$ cat config.mk
export PLATFORM = sky130hd
export DESIGN_NAME = rr_mux_arbiter_4
export DESIGN_NICKNAME = d
export VERILOG_FILES = /design/src/rtl/rr_mux_arbiter_4.sv
export SDC_FILE = /design/constraint.sdc
export NUM_CORES = 1
export LEC_CHECK = 0
export BUFFER_PORTS_ARGS = -buffer_cell sky130_fd_sc_hd__buf_4
export CAP_MARGIN = 20
export CORE_UTILIZATION = 40
export CTS_BUF_LIST = sky130_fd_sc_hd__clkbuf_16
export DETAILED_ROUTE_END_ITERATION = 8
export PLACE_DENSITY = 0.81
export SYNTH_ARGS = -nofsm -noshare
export SYNTH_HDL_FRONTEND = slang
export SYNTH_SLANG_ARGS = --single-unit
$ cat constraint.sdc
create_clock -name i_clk -period 3.1 [get_ports i_clk]
set_clock_uncertainty 0.05 [all_clocks]
set_input_delay 0.155 -clock i_clk [delete_from_list [all_inputs] [get_ports i_clk]]
set_output_delay 0.155 -clock i_clk [all_outputs]
set_load 0.01 [all_outputs]
$ cat src/rtl/rr_mux_arbiter_4.sv
// rr_mux_arbiter_4
//   Four-requester round-robin arbiter feeding one registered output stage.
//   Each cycle the requester closest to the priority pointer (scanning
//   ptr, ptr+1, ptr+2, ptr+3 mod 4) wins. Its data is captured into a
//   single-entry valid/ready output stage. The pointer advances past the
//   winner only on an actual transfer.
//
// Ports
//   i_clk    clock
//   i_rst    synchronous active-high reset
//   i_valid  per-requester valid, bit k belongs to requester k
//   i_data0..i_data3  requester data
//   o_ready  per-requester ready, one-hot or zero
//   o_valid  output stage holds a beat
//   o_data   registered winning data
//   o_sel    index of the requester whose beat is in o_data
//   i_ready  downstream accepts o_data
module rr_mux_arbiter_4 #(
   parameter int unsigned WIDTH = 32
) (
   input  logic             i_clk,
   input  logic             i_rst,
   input  logic [3:0]       i_valid,
   input  logic [WIDTH-1:0] i_data0,
   input  logic [WIDTH-1:0] i_data1,
   input  logic [WIDTH-1:0] i_data2,
   input  logic [WIDTH-1:0] i_data3,
   output logic [3:0]       o_ready,
   output logic             o_valid,
   output logic [WIDTH-1:0] o_data,
   output logic [1:0]       o_sel,
   input  logic             i_ready
);

   logic [1:0]       ptr;
   logic [1:0]       grant_idx;
   logic             grant_vld;
   logic [1:0]       scan;
   logic             load_ok;
   logic             xfer;
   logic [WIDTH-1:0] sel_data;

   // Stage can take a new beat when empty or when its beat leaves now.
   assign load_ok = !o_valid || i_ready;

   // First valid requester at or after ptr, wrapping modulo 4.
   always_comb begin
      grant_vld = 1'b0;
      grant_idx = ptr;
      scan      = ptr;
      for (int unsigned k = 0; k < 4; k++) begin
         scan = ptr + 2'(k);
         if (!grant_vld && i_valid[scan]) begin
            grant_vld = 1'b1;
            grant_idx = scan;
         end
      end
   end

   assign xfer = grant_vld && load_ok && !i_rst;

   always_comb begin
      o_ready = '0;
      if (xfer) begin
         o_ready[grant_idx] = 1'b1;
      end
   end

   // Data select feeds only the output register, never an output directly.
   always_comb begin
      sel_data = '0;
      case (grant_idx)
         2'd0:    sel_data = i_data0;
         2'd1:    sel_data = i_data1;
         2'd2:    sel_data = i_data2;
         default: sel_data = i_data3;
      endcase
   end

   always_ff @(posedge i_clk) begin
      if (i_rst) begin
         o_valid <= 1'b0;
         o_data  <= '0;
         o_sel   <= '0;
         ptr     <= '0;
      end else if (xfer) begin
         // Load takes precedence over drain so a simultaneous drain and
         // load keeps o_valid high at full throughput.
         o_valid <= 1'b1;
         o_data  <= sel_data;
         o_sel   <= grant_idx;
         ptr     <= grant_idx + 2'd1;
      end else if (o_valid && i_ready) begin
         o_valid <= 1'b0;
      end
   end

endmodule

==> results.tsv, run 1 <==
stage	metric	value	unit
status	result of the run	finished, final reports clean	
layout	nets	566	
worst_setup_path	cell family contributing the most delay on the critical path	compound AO/OA/AOI/OAI gates	
place	dpl hpwl	5570	microns
floorplanning	Floorplan Core Area	0.00520	sq mm
floorplanning	starting density of the core	0.424	
clocking	H-tree depth	2	
synth	number of enable-type register cells in the synthesized netlist	0	
layout	Layout Area Growth over Synthesis	64.0	%
floorplanning	overall die height	76.2	microns
layout	most frequent standard cell in the layout excluding fill and tap cells	buf_4	
sta	Final Slew Violations	0	
layout	proportion of layout cells with a drive suffix above 1	0.445	
place	global placement routability congestion	0.806	
synth	most frequently used flop master after synthesis	dfxtp_1	
sta	maximum frequency from static timing analysis	354	MHz
synth	Synth Cell Area	0.00220	sq mm
global_routing	met3 track utilization from global routing	0.0790	
synth	flip-flop and latch count after synthesis	37	
synth	Mean Syn Cell Area	8.14	sq um
route	via count of the routed design	2769	
sta	final hold viol count	0	
sta	setup repair after global routing missed its margin	false	
layout	antenna diode count	0	
place	number of buffers added on ports	173	
clocking	Gates resized, CTS repair	0	
power_and_ir_drop	largest vdd supply drop	0.384	mV
clocking	clock latency on the worst-skew pair	280	ps
synth	syn nets	411	
sta	Total Neg Setup Slack	0	ps
worst_setup_path	capture point of the worst path	o_data[12]	
sta	post-route minimum period	2830	ps
worst_setup_path	endpoint type of the worst setup path	flip-flop	
sta	transition time of the tightest slew-check pin	1060	ps
worst_setup_path	buffering stage count on the worst path with inverters included	2	
global_routing	met1 GRT Util	0.290	
power_and_ir_drop	leak pwr	1.68	nW
route	Vias per Instance	5.57	
min_path	number of stages on the worst hold path	3	
clocking	total number of clock tree sinks	37	
sta	final worst hold slack	122	ps
worst_setup_path	startpoint-to-endpoint class of the critical path	reg -> reg	
worst_setup_path	Slowest cell on crit path	ha_1	
layout	most used cells in the layout excluding fill and tap cells	buf_4 (178), nor2_1 (39), dfxtp_1 (37)	
synth	share of flip-flops with an asynchronous set or reset	0	
floorplanning	number of rows in the core area	26	
route	remaining antenna violation count after routing	0	
worst_setup_path	RR Endpoint	o_data[12]	
worst_setup_path	CP max stage delay	460	ps
clocking	clock slew at reported path FFs	60	ps
global_routing	overflow left after global routing	0	
worst_setup_path	Worst Reg2Reg Path Length in Cells	10	
floorplanning	Boundary Pins	174	
clocking	Inserted Clock Buffers	5	
global_routing	global-route wire length before repair	12300	microns
sta	part of the cycle the worst path needs	0.912	
clocking	CTS max path bufs	2	
worst_setup_path	cell-by-cell listing of the critical path	nor3b_1 > o22a_1 > o22ai_1 > inv_1 > ha_1 > buf_4 > a222oi_1 > nor2_1 > a21oi_1 > o22ai_1	
worst_setup_path	crit path DAT	2890	ps
sta	final setup violation count	0	
synth	proportion of synthesized chip area in sequential cells	0.336	
route	number of DRC markers in iteration 0	239	
worst_setup_path	most prevalent standard cell on the critical path	o22ai_1	
floorplanning	Chip Width	76.2	microns
global_routing	initial antenna violation count	0	
synth	synth unique cells	22	
clocking	cell at the root of the clock tree	clkbuf_16	
min_path	Tightest Hold Check Type	in -> reg	
synth	Cells after Synth	271	
sta	worst rel slew slack	0.289	
worst_setup_path	Register-to-Register Setup Slack	270	ps
worst_setup_path	start of the worst register-to-register path	ptr[1]	
worst_setup_path	source of the critical timing path	ptr[1]	
job	max_cap viols	0	
global_routing	overall track demand over capacity in global routing	0.259	
global_routing	Global Route met2 Usage	0.466	
route	post-detailed-route wirelength per cell	15.7	microns
power_and_ir_drop	Power Density	547	mW/mm^2
global_routing	number of global-route vias before repair	2615	
global_routing	pin count of the biggest net entering global routing	40	
route	number of iterations in the first detailed-routing pass	5	
worst_setup_path	startpoint type of the worst setup path	flip-flop	
worst_setup_path	critical-path maximum fanout	17	
floorplanning	Die Outline Area	0.00581	sq mm
route	DRC violation count after routing	0	
global_routing	busiest layer in global routing	met2	
clocking	TritonCTS clock tree	yes	
clocking	Setup Fix Bufs, Post-CTS	0	
layout	fillcell total	447	
route	sum of routed wire length over all layers	7790	microns
clocking	quantity of hold-fixing buffers added after cts	0	
worst_setup_path	Critical Path RT	3160	ps
synth	Yosys warning total	0	
worst_setup_path	count of cell instances traversed by the critical path	10	
## power breakdown
group / leakage, nW / switching (W) / internal (W)
Clock: 0.0687 / 0.000191 / 0.000291
Combinational: 1.30 / 0.000436 / 0.000445
Sequential: 0.305 / 0.0000505 / 0.000563
## layer usage
layer	share of wire	wire length (microns)
met5	0	0
met2	0.50	3910
met4	0.016	123
met3	0.092	716
met1	0.39	3040
## worst min-delay path by stage
stage	endpoint	slack, ps	from
2_1_floorplan	o_valid	280	i_valid[3]
3_3_place_gp	o_data[30]	400	i_data3[30]
3_5_place_dp	o_data[9]	410	i_data3[9]
4_1_cts	o_data[9]	120	i_data3[9]
5_1_grt	o_data[23]	130	i_data3[23]
6_report	o_data[9]	120	i_data3[9]
## cells by family (layout without fill, tap and decap cells)
group / Yosys count / after routing / synth area share
adders and majority gates: 5 / 5 / 0.0284
and+or+nand+nor: 78 / 78 / 0.180
buffers and inverters: 41 / 197 / 0.0993
muxes: 1 / 1 / 0.00454
DFF: 37 / 37 / 0.336
AOI/OAI and AO/OA: 109 / 109 / 0.351
## through the flow
step	cell area [sq um]	power (W)	setup WS [ps]	util	cells
finish	3610	0.00198	274	0.694	497
global route	3610	0.00211	21.6	0.694	497
CTS	3610	0.00198	270	0.694	497
detailed placement	3480	0.00150	276	0.668	489
global placement	3480	0.00148	396	0.668	489
floorplan	2200	0.00113	882	-	271
## final cells by class
class,instances,area [sq um],share of cell area
clock buffer,5,125,0.0346
clock inverter,3,12.5,0.00346
inverter,10,37.5,0.0104
multi-input combinational,193,1250,0.347
sequential,37,741,0.205
tap,70,87.6,0.0242
timing repair buffer,179,1360,0.375
## Yosys cell counts (5+ instances only)
library cell / n / area, sq um
inv_1: 10 / 37.5
a222oi_1: 32 / 320
nand2b_1: 35 / 219
buf_2: 10 / 50.1
a21oi_1: 36 / 180
ha_1: 5 / 62.6
clkbuf_1: 14 / 52.6
o22ai_1: 35 / 219
dfxtp_1: 37 / 741
buf_6: 7 / 78.8
nor2_1: 39 / 146
## worst reg2reg max path, stage by stage, from the launching register on
cell and delay (ps):
dfxtp_1 340, nor3b_1 150, o22a_1 200, o22ai_1 330
inv_1 150, ha_1 460, buf_4 320, a222oi_1 370
nor2_1 70, a21oi_1 130, o22ai_1 90
## registers in the layout, indices dropped and copies added, names as in the netlist
name	cells
o_data	32
o_sel	2
ptr	2
o_valid	1
No activity file was read; power rests on OpenSTA's default activity.
==> inputs of run 2 (changes only) <==
- PLACE_DENSITY: 0.81 -> not set
- PLACE_DENSITY_LB_ADDON: not set -> 0.1
==> run 2 against run 1 <==
- sequential power about the same
- clock-buffer cell count unchanged
- critical path depth decreased by 6
- register-to-register slack improved by 340 ps
- largest cell class unchanged
- first-iteration DRC count decreased by 13%
- critical endpoint is now o_ready[3]
- die area unchanged
==> results.tsv, run 2 (synthesized netlist as in run 1, its figures left out) <==
stage	metric	value	unit	change
worst_setup_path	CP max stage delay	840	ps	+380 ps
global_routing	initial antenna violation count	0		unchanged
clocking	Inserted Clock Buffers	5		unchanged
sta	Total Neg Setup Slack	0	ps	unchanged
worst_setup_path	cell-by-cell listing of the critical path	a21oi_4 > nand2b_2 > nor2_1 > buf_4		
sta	worst path setup slack after routing	321	ps	+47.0 ps
route	post-detailed-route wirelength per cell	15.0	microns	-4.2%
clocking	Gates resized, CTS repair	0		unchanged
worst_setup_path	Worst Reg2Reg Path Length in Cells	10		unchanged
sta	final setup violation count	0		unchanged
worst_setup_path	startpoint-to-endpoint class of the critical path	reg -> out		
layout	nets	568		+0.35%
sta	post-route minimum period	2780	ps	-47.0 ps
power_and_ir_drop	overall power	0.00196	W	-0.80%
worst_setup_path	Slowest cell on crit path	a21oi_4		
floorplanning	overall die height	76.2	microns	unchanged
floorplanning	starting density of the core	0.424		unchanged
worst_setup_path	count of cell instances traversed by the critical path	4		-6
route	number of DRC markers in iteration 0	208		-13%
min_path	number of stages on the worst hold path	3		unchanged
layout	most used cells in the layout excluding fill and tap cells	buf_4 (181), nor2_1 (39), dfxtp_1 (37)		
route	via count of the routed design	2734		-1.3%
floorplanning	Floorplan Core Area	0.00520	sq mm	unchanged
worst_setup_path	critical-path maximum fanout	39		+22
global_routing	overflow left after global routing	0		unchanged
clocking	TritonCTS clock tree	yes		
layout	fillcell total	453		+1.3%
sta	final worst hold slack	126	ps	+3.54 ps
worst_setup_path	Critical Path RT	2890	ps	-270 ps
worst_setup_path	endpoint type of the worst setup path	output port		
power_and_ir_drop	Power Density	542	mW/mm^2	-0.84%
global_routing	number of global-route vias before repair	2560		-2.1%
layout	most frequent standard cell in the layout excluding fill and tap cells	buf_4		
global_routing	overall track demand over capacity in global routing	0.251		-0.00758
route	sum of routed wire length over all layers	7500	microns	-3.8%
job	max_cap viols	0		unchanged
clocking	cell at the root of the clock tree	clkbuf_16		
layout	Most flops, register	o_data		
sta	transition time of the tightest slew-check pin	1070	ps	+2.07 ps
sta	Final Slew Violations	0		unchanged
layout	Layout Area Growth over Synthesis	64.0	%	about the same
sta	part of the cycle the worst path needs	0.896		-0.0152
layout	antenna diode count	0		unchanged
clocking	Setup Fix Bufs, Post-CTS	0		unchanged
worst_setup_path	cell family contributing the most delay on the critical path	simple AND/OR/NAND/NOR gates		
sta	maximum frequency from static timing analysis	360	MHz	+1.7%
place	dpl hpwl	5420	microns	-2.7%
sta	final hold viol count	0		unchanged
clocking	CTS max path bufs	2		unchanged
sta	setup repair after global routing missed its margin	false		
min_path	Tightest Hold Check Type	in -> reg		
floorplanning	Chip Width	76.2	microns	unchanged
route	number of iterations in the first detailed-routing pass	7		+2
place	number of buffers added on ports	173		unchanged
layout	proportion of layout cells with a drive suffix above 1	0.445		about the same
worst_setup_path	startpoint type of the worst setup path	flip-flop		
clocking	H-tree depth	2		unchanged
power_and_ir_drop	leak pwr	1.69	nW	+0.97%
route	Vias per Instance	5.48		-1.7%
place	global placement routability congestion	0.754		-6.4%
worst_setup_path	crit path DAT	2570	ps	-320 ps
global_routing	pin count of the biggest net entering global routing	40		unchanged
place	worst slack after detailed placement	623	ps	+347 ps
layout	max reg flops	32		unchanged
clocking	clock latency on the worst-skew pair	280	ps	about the same
global_routing	global-route wire length before repair	11900	microns	-2.8%
status	result of the run	finished, final reports clean		
worst_setup_path	buffering stage count on the worst path with inverters included	1		-1
clocking	quantity of hold-fixing buffers added after cts	0		unchanged
layout	Top Registers	o_data x32, o_sel x2, ptr x2		
clocking	clock slew at reported path FFs	50	ps	about the same
floorplanning	Die Outline Area	0.00581	sq mm	unchanged
route	remaining antenna violation count after routing	0		unchanged
route	DRC violation count after routing	0		unchanged
sta	worst rel slew slack	0.287		-0.00139
power_and_ir_drop	largest vdd supply drop	0.314	mV	-18%
floorplanning	number of rows in the core area	26		unchanged
clocking	total number of clock tree sinks	37		unchanged
floorplanning	Boundary Pins	174		unchanged
==> run 2: cell types whose count changed in the layout (fill, tap and decap cells not counted) <==
cell      previous run  this run
clkinv_1             2         0
buf_12               1         0
clkinv_2             1         0
inv_1               10        13
buf_4              178       181
==> run 2: path summary, 6_finish.rpt <==
path / startpoint / endpoint / slack [ps]
worst max-delay path: o_valid / o_ready[3] / 320
worst min-delay path: i_data3[30] / o_data[30] / 130
worst max register to register: ptr[1] / o_data[19] / 610
worst min register to register: o_data[12] / o_data[12] / 430
==> run 2: per-stage QoR <==
step / instances / area [sq um] / util
finish: 499 / 3620 / 0.695
global placement: 491 / 3480 / 0.669
CTS: 499 / 3620 / 0.695
global route: 499 / 3620 / 0.695
floorplan: 271 / 2200 / -
detailed placement: 491 / 3480 / 0.669
==> run 2: where the power goes <==
group	internal (W)	leakage [nW]	total (W)	switching [W]
logic	0.000443	1.31	0.000878	0.000435
registers	0.000563	0.305	0.000613	0.0000503
clock network	0.000289	0.0776	0.000469	0.000180
total	0.00129	1.69	0.00196	0.000665
==> run 2: cell type report <==
cell class / instances / area, sq um / share of cell area
repair buffers: 181 / 1360 / 0.376
multi-input cells: 193 / 1250 / 0.347
flip-flops and latches: 37 / 741 / 0.205
clock buffers: 5 / 125 / 0.0346
well taps: 70 / 87.6 / 0.0242
inverters: 10 / 37.5 / 0.0104
clock inverters: 3 / 11.3 / 0.00311
==> run 2: routing by layer <==
layer | global-route usage | vias to the layer above | part of all wire
li1 | - | 1347 | -
met1 | 0.283 | 1226 | 0.39
met2 | 0.446 | 153 | 0.49
met3 | 0.0934 | 8 | 0.11
met4 | 0.0615 | 0 | 0.012
met5 | 0 | - | 0
==> run 2: worst register-to-register path, cell delays in order, from the launching register on <==
cell,delay (ps)
dfxtp_1,350
nor3b_1,160
o22a_1,210
o22ai_1,300
inv_1,150
ha_1,240
buf_4,210
a222oi_1,350
nor2_1,80
a21oi_1,130
o22ai_1,90
==> inputs of run 3 (changes only) <==
- CORE_MARGIN: not set -> 1
- REMOVE_ABC_BUFFERS: not set -> 1
==> run 3 against run 2 <==
- sequential share of layout area fell by 0.12 points
- routed wire length grew 2.3%
- setup slack better by 100 ps
- register-to-register slack worse by 190 ps
- critical endpoint is now o_data[16]
- clock power rose by 1%
- first-iteration DRC count rose by 5.3%
==> results.tsv, run 3 (synthesized netlist as in run 1, its figures left out) <==
stage	metric	value	unit	change
status	result of the run	finished, final reports clean		
global_routing	global-route wire length before repair	12000	microns	+0.58%
sta	Total Neg Setup Slack	0	ps	unchanged
worst_setup_path	CP max stage delay	420	ps	-420 ps
global_routing	overall track demand over capacity in global routing	0.255		+0.00369
global_routing	initial antenna violation count	0		unchanged
worst_setup_path	crit path DAT	2760	ps	+190 ps
layout	proportion of layout cells with a drive suffix above 1	0.449		+0.00362
floorplanning	Die Outline Area	0.00581	sq mm	unchanged
clocking	clock latency on the worst-skew pair	270	ps	about the same
route	remaining antenna violation count after routing	0		unchanged
sta	final worst hold slack	130	ps	+4.25 ps
worst_setup_path	Slowest cell on crit path	dfxtp_1		
clocking	Gates resized, CTS repair	0		unchanged
power_and_ir_drop	switching share of total power	0.338		-0.00127
worst_setup_path	count of cell instances traversed by the critical path	10		+6
power_and_ir_drop	clock power share	0.241		+0.002
clocking	CTS max path bufs	2		unchanged
clocking	clock slew at reported path FFs	60	ps	about the same
power_and_ir_drop	Combinational Power Share	0.447		about the same
layout	antenna diode count	0		unchanged
sta	transition time of the tightest slew-check pin	428	ps	-639 ps
layout	max reg flops	32		unchanged
global_routing	number of global-route vias before repair	2599		+1.5%
floorplanning	Chip Width	76.2	microns	unchanged
place	global placement routability congestion	0.752		-0.37%
min_path	number of stages on the worst hold path	3		unchanged
sta	Final Slew Violations	0		unchanged
power_and_ir_drop	Seq pwr share	0.312		about the same
clocking	total number of clock tree sinks	37		unchanged
worst_setup_path	Worst Reg2Reg Path Length in Cells	10		unchanged
layout	Top Registers	o_data x32, o_sel x2, ptr x2		
route	number of iterations in the first detailed-routing pass	7		unchanged
layout	finished layout cell area	0.00364	sq mm	+0.59%
floorplanning	starting density of the core	0.424		unchanged
layout	most frequent standard cell in the layout excluding fill and tap cells	buf_4		
layout	Most flops, register	o_data		
floorplanning	Boundary Pins	174		unchanged
sta	part of the cycle the worst path needs	0.864		-0.0327
worst_setup_path	cell-by-cell listing of the critical path	a21oi_1 > o22a_1 > o22ai_1 > inv_1 > ha_1 > buf_4 > a222oi_1 > nor2_1 > a21oi_1 > o22ai_1		
layout	sequential cell area in the final layout	741	sq um	unchanged
layout	area of the multi-input gates	0.00125	sq mm	unchanged
worst_setup_path	cell family contributing the most delay on the critical path	compound AO/OA/AOI/OAI gates		
power_and_ir_drop	Power Density	541	mW/mm^2	-0.18%
sta	final hold viol count	0		unchanged
power_and_ir_drop	internal power contribution	0.00130	W	+0.60%
power_and_ir_drop	leak pwr	1.69	nW	about the same
sta	setup repair after global routing missed its margin	false		
clocking	H-tree depth	2		unchanged
layout	fillcell total	462		+2.0%
sta	final setup violation count	0		unchanged
worst_setup_path	startpoint-to-endpoint class of the critical path	reg -> reg		
power_and_ir_drop	overall power	0.00197	W	+0.41%
clocking	Inserted Clock Buffers	5		unchanged
route	Vias per Instance	5.40		-1.4%
route	number of DRC markers in iteration 0	219		+5.3%
power_and_ir_drop	largest vdd supply drop	0.231	mV	-26%
job	max_cap viols	0		unchanged
clocking	cell at the root of the clock tree	clkbuf_16		
place	number of buffers added on ports	173		unchanged
floorplanning	Floorplan Core Area	0.00520	sq mm	unchanged
floorplanning	number of rows in the core area	26		unchanged
clocking	quantity of hold-fixing buffers added after cts	0		unchanged
place	dpl hpwl	5490	microns	+1.3%
sta	maximum frequency from static timing analysis	373	MHz	+3.8%
clocking	Setup Fix Bufs, Post-CTS	0		unchanged
worst_setup_path	Critical Path RT	3180	ps	+290 ps
route	DRC violation count after routing	0		unchanged
route	post-detailed-route wirelength per cell	15.3	microns	+2.1%
sta	post-route minimum period	2680	ps	-101 ps
sta	worst rel slew slack	0.713		+0.425
worst_setup_path	endpoint type of the worst setup path	flip-flop		
global_routing	pin count of the biggest net entering global routing	39		-2.5%
place	area post-placement	0.00350	sq mm	+0.58%
power_and_ir_drop	switching pwr	0.000666	W	about the same
layout	nets	569		+0.18%
worst_setup_path	buffering stage count on the worst path with inverters included	2		+1
floorplanning	overall die height	76.2	microns	unchanged
worst_setup_path	startpoint type of the worst setup path	flip-flop		
route	sum of routed wire length over all layers	7670	microns	+2.3%
worst_setup_path	critical-path maximum fanout	24		-38%
layout	Layout Area Growth over Synthesis	65.0	%	
layout	most used cells in the layout excluding fill and tap cells	buf_4 (181), nor2_1 (39), dfxtp_1 (37)		
min_path	Tightest Hold Check Type	in -> reg		
route	via count of the routed design	2702		-1.2%
clocking	TritonCTS clock tree	yes		
global_routing	overflow left after global routing	0		unchanged
==> run 3: cell count changes in the layout (fill, tap and decap cells not counted) <==
cell      previous run  this run
clkinv_1             0         2
buf_12               0         1
clkinv_2             0         1
inv_1               13        10
==> run 3: power groups by stage <==
stage / clock network (W) / logic (W) / registers (W)
2_1_floorplan: 0 / 0.000432 / 0.000654
3_3_place_gp: 0 / 0.000870 / 0.000619
3_5_place_dp: 0 / 0.000879 / 0.000623
4_1_cts: 0.000486 / 0.000882 / 0.000615
5_1_grt: 0.000510 / 0.000970 / 0.000624
6_report: 0.000474 / 0.000880 / 0.000615
==> run 3: metal layers <==
layer / track usage / vias up / share of wire
met5: 0 / - / 0
met4: 0.0615 / 0 / 0.010
met3: 0.0719 / 8 / 0.091
met2: 0.469 / 126 / 0.51
met1: 0.288 / 1222 / 0.39
li1: - / 1346 / -
==> run 3: stage by stage <==
step            util  std cells  worst slack [ps]
6_report       0.699        500               422
5_1_grt        0.699        500               189
4_1_cts        0.699        500               437
3_5_place_dp   0.672        492               488
3_3_place_gp   0.672        492               563
2_1_floorplan      -        240               414
==> run 3: cell type report <==
type,count,area share
sequential,37,0.204
clock inverter,3,0.00344
multi-input combinational,193,0.345
timing repair buffer,182,0.379
inverter,10,0.0103
tap,70,0.0241
clock buffer,5,0.0344
==> run 3: path summary, 6_finish.rpt <==
path / from / end / slack, ps
max: ptr[1] / o_data[16] / 420
min: i_data3[4] / o_data[4] / 130
max reg2reg: ptr[1] / o_data[16] / 420
min reg2reg: o_data[2] / o_data[2] / 430
==> run 3: tightest hold or removal path, cell delays in order <==
cell and delay (ps):
buf_4 80, a21oi_1 50, o22ai_1 130
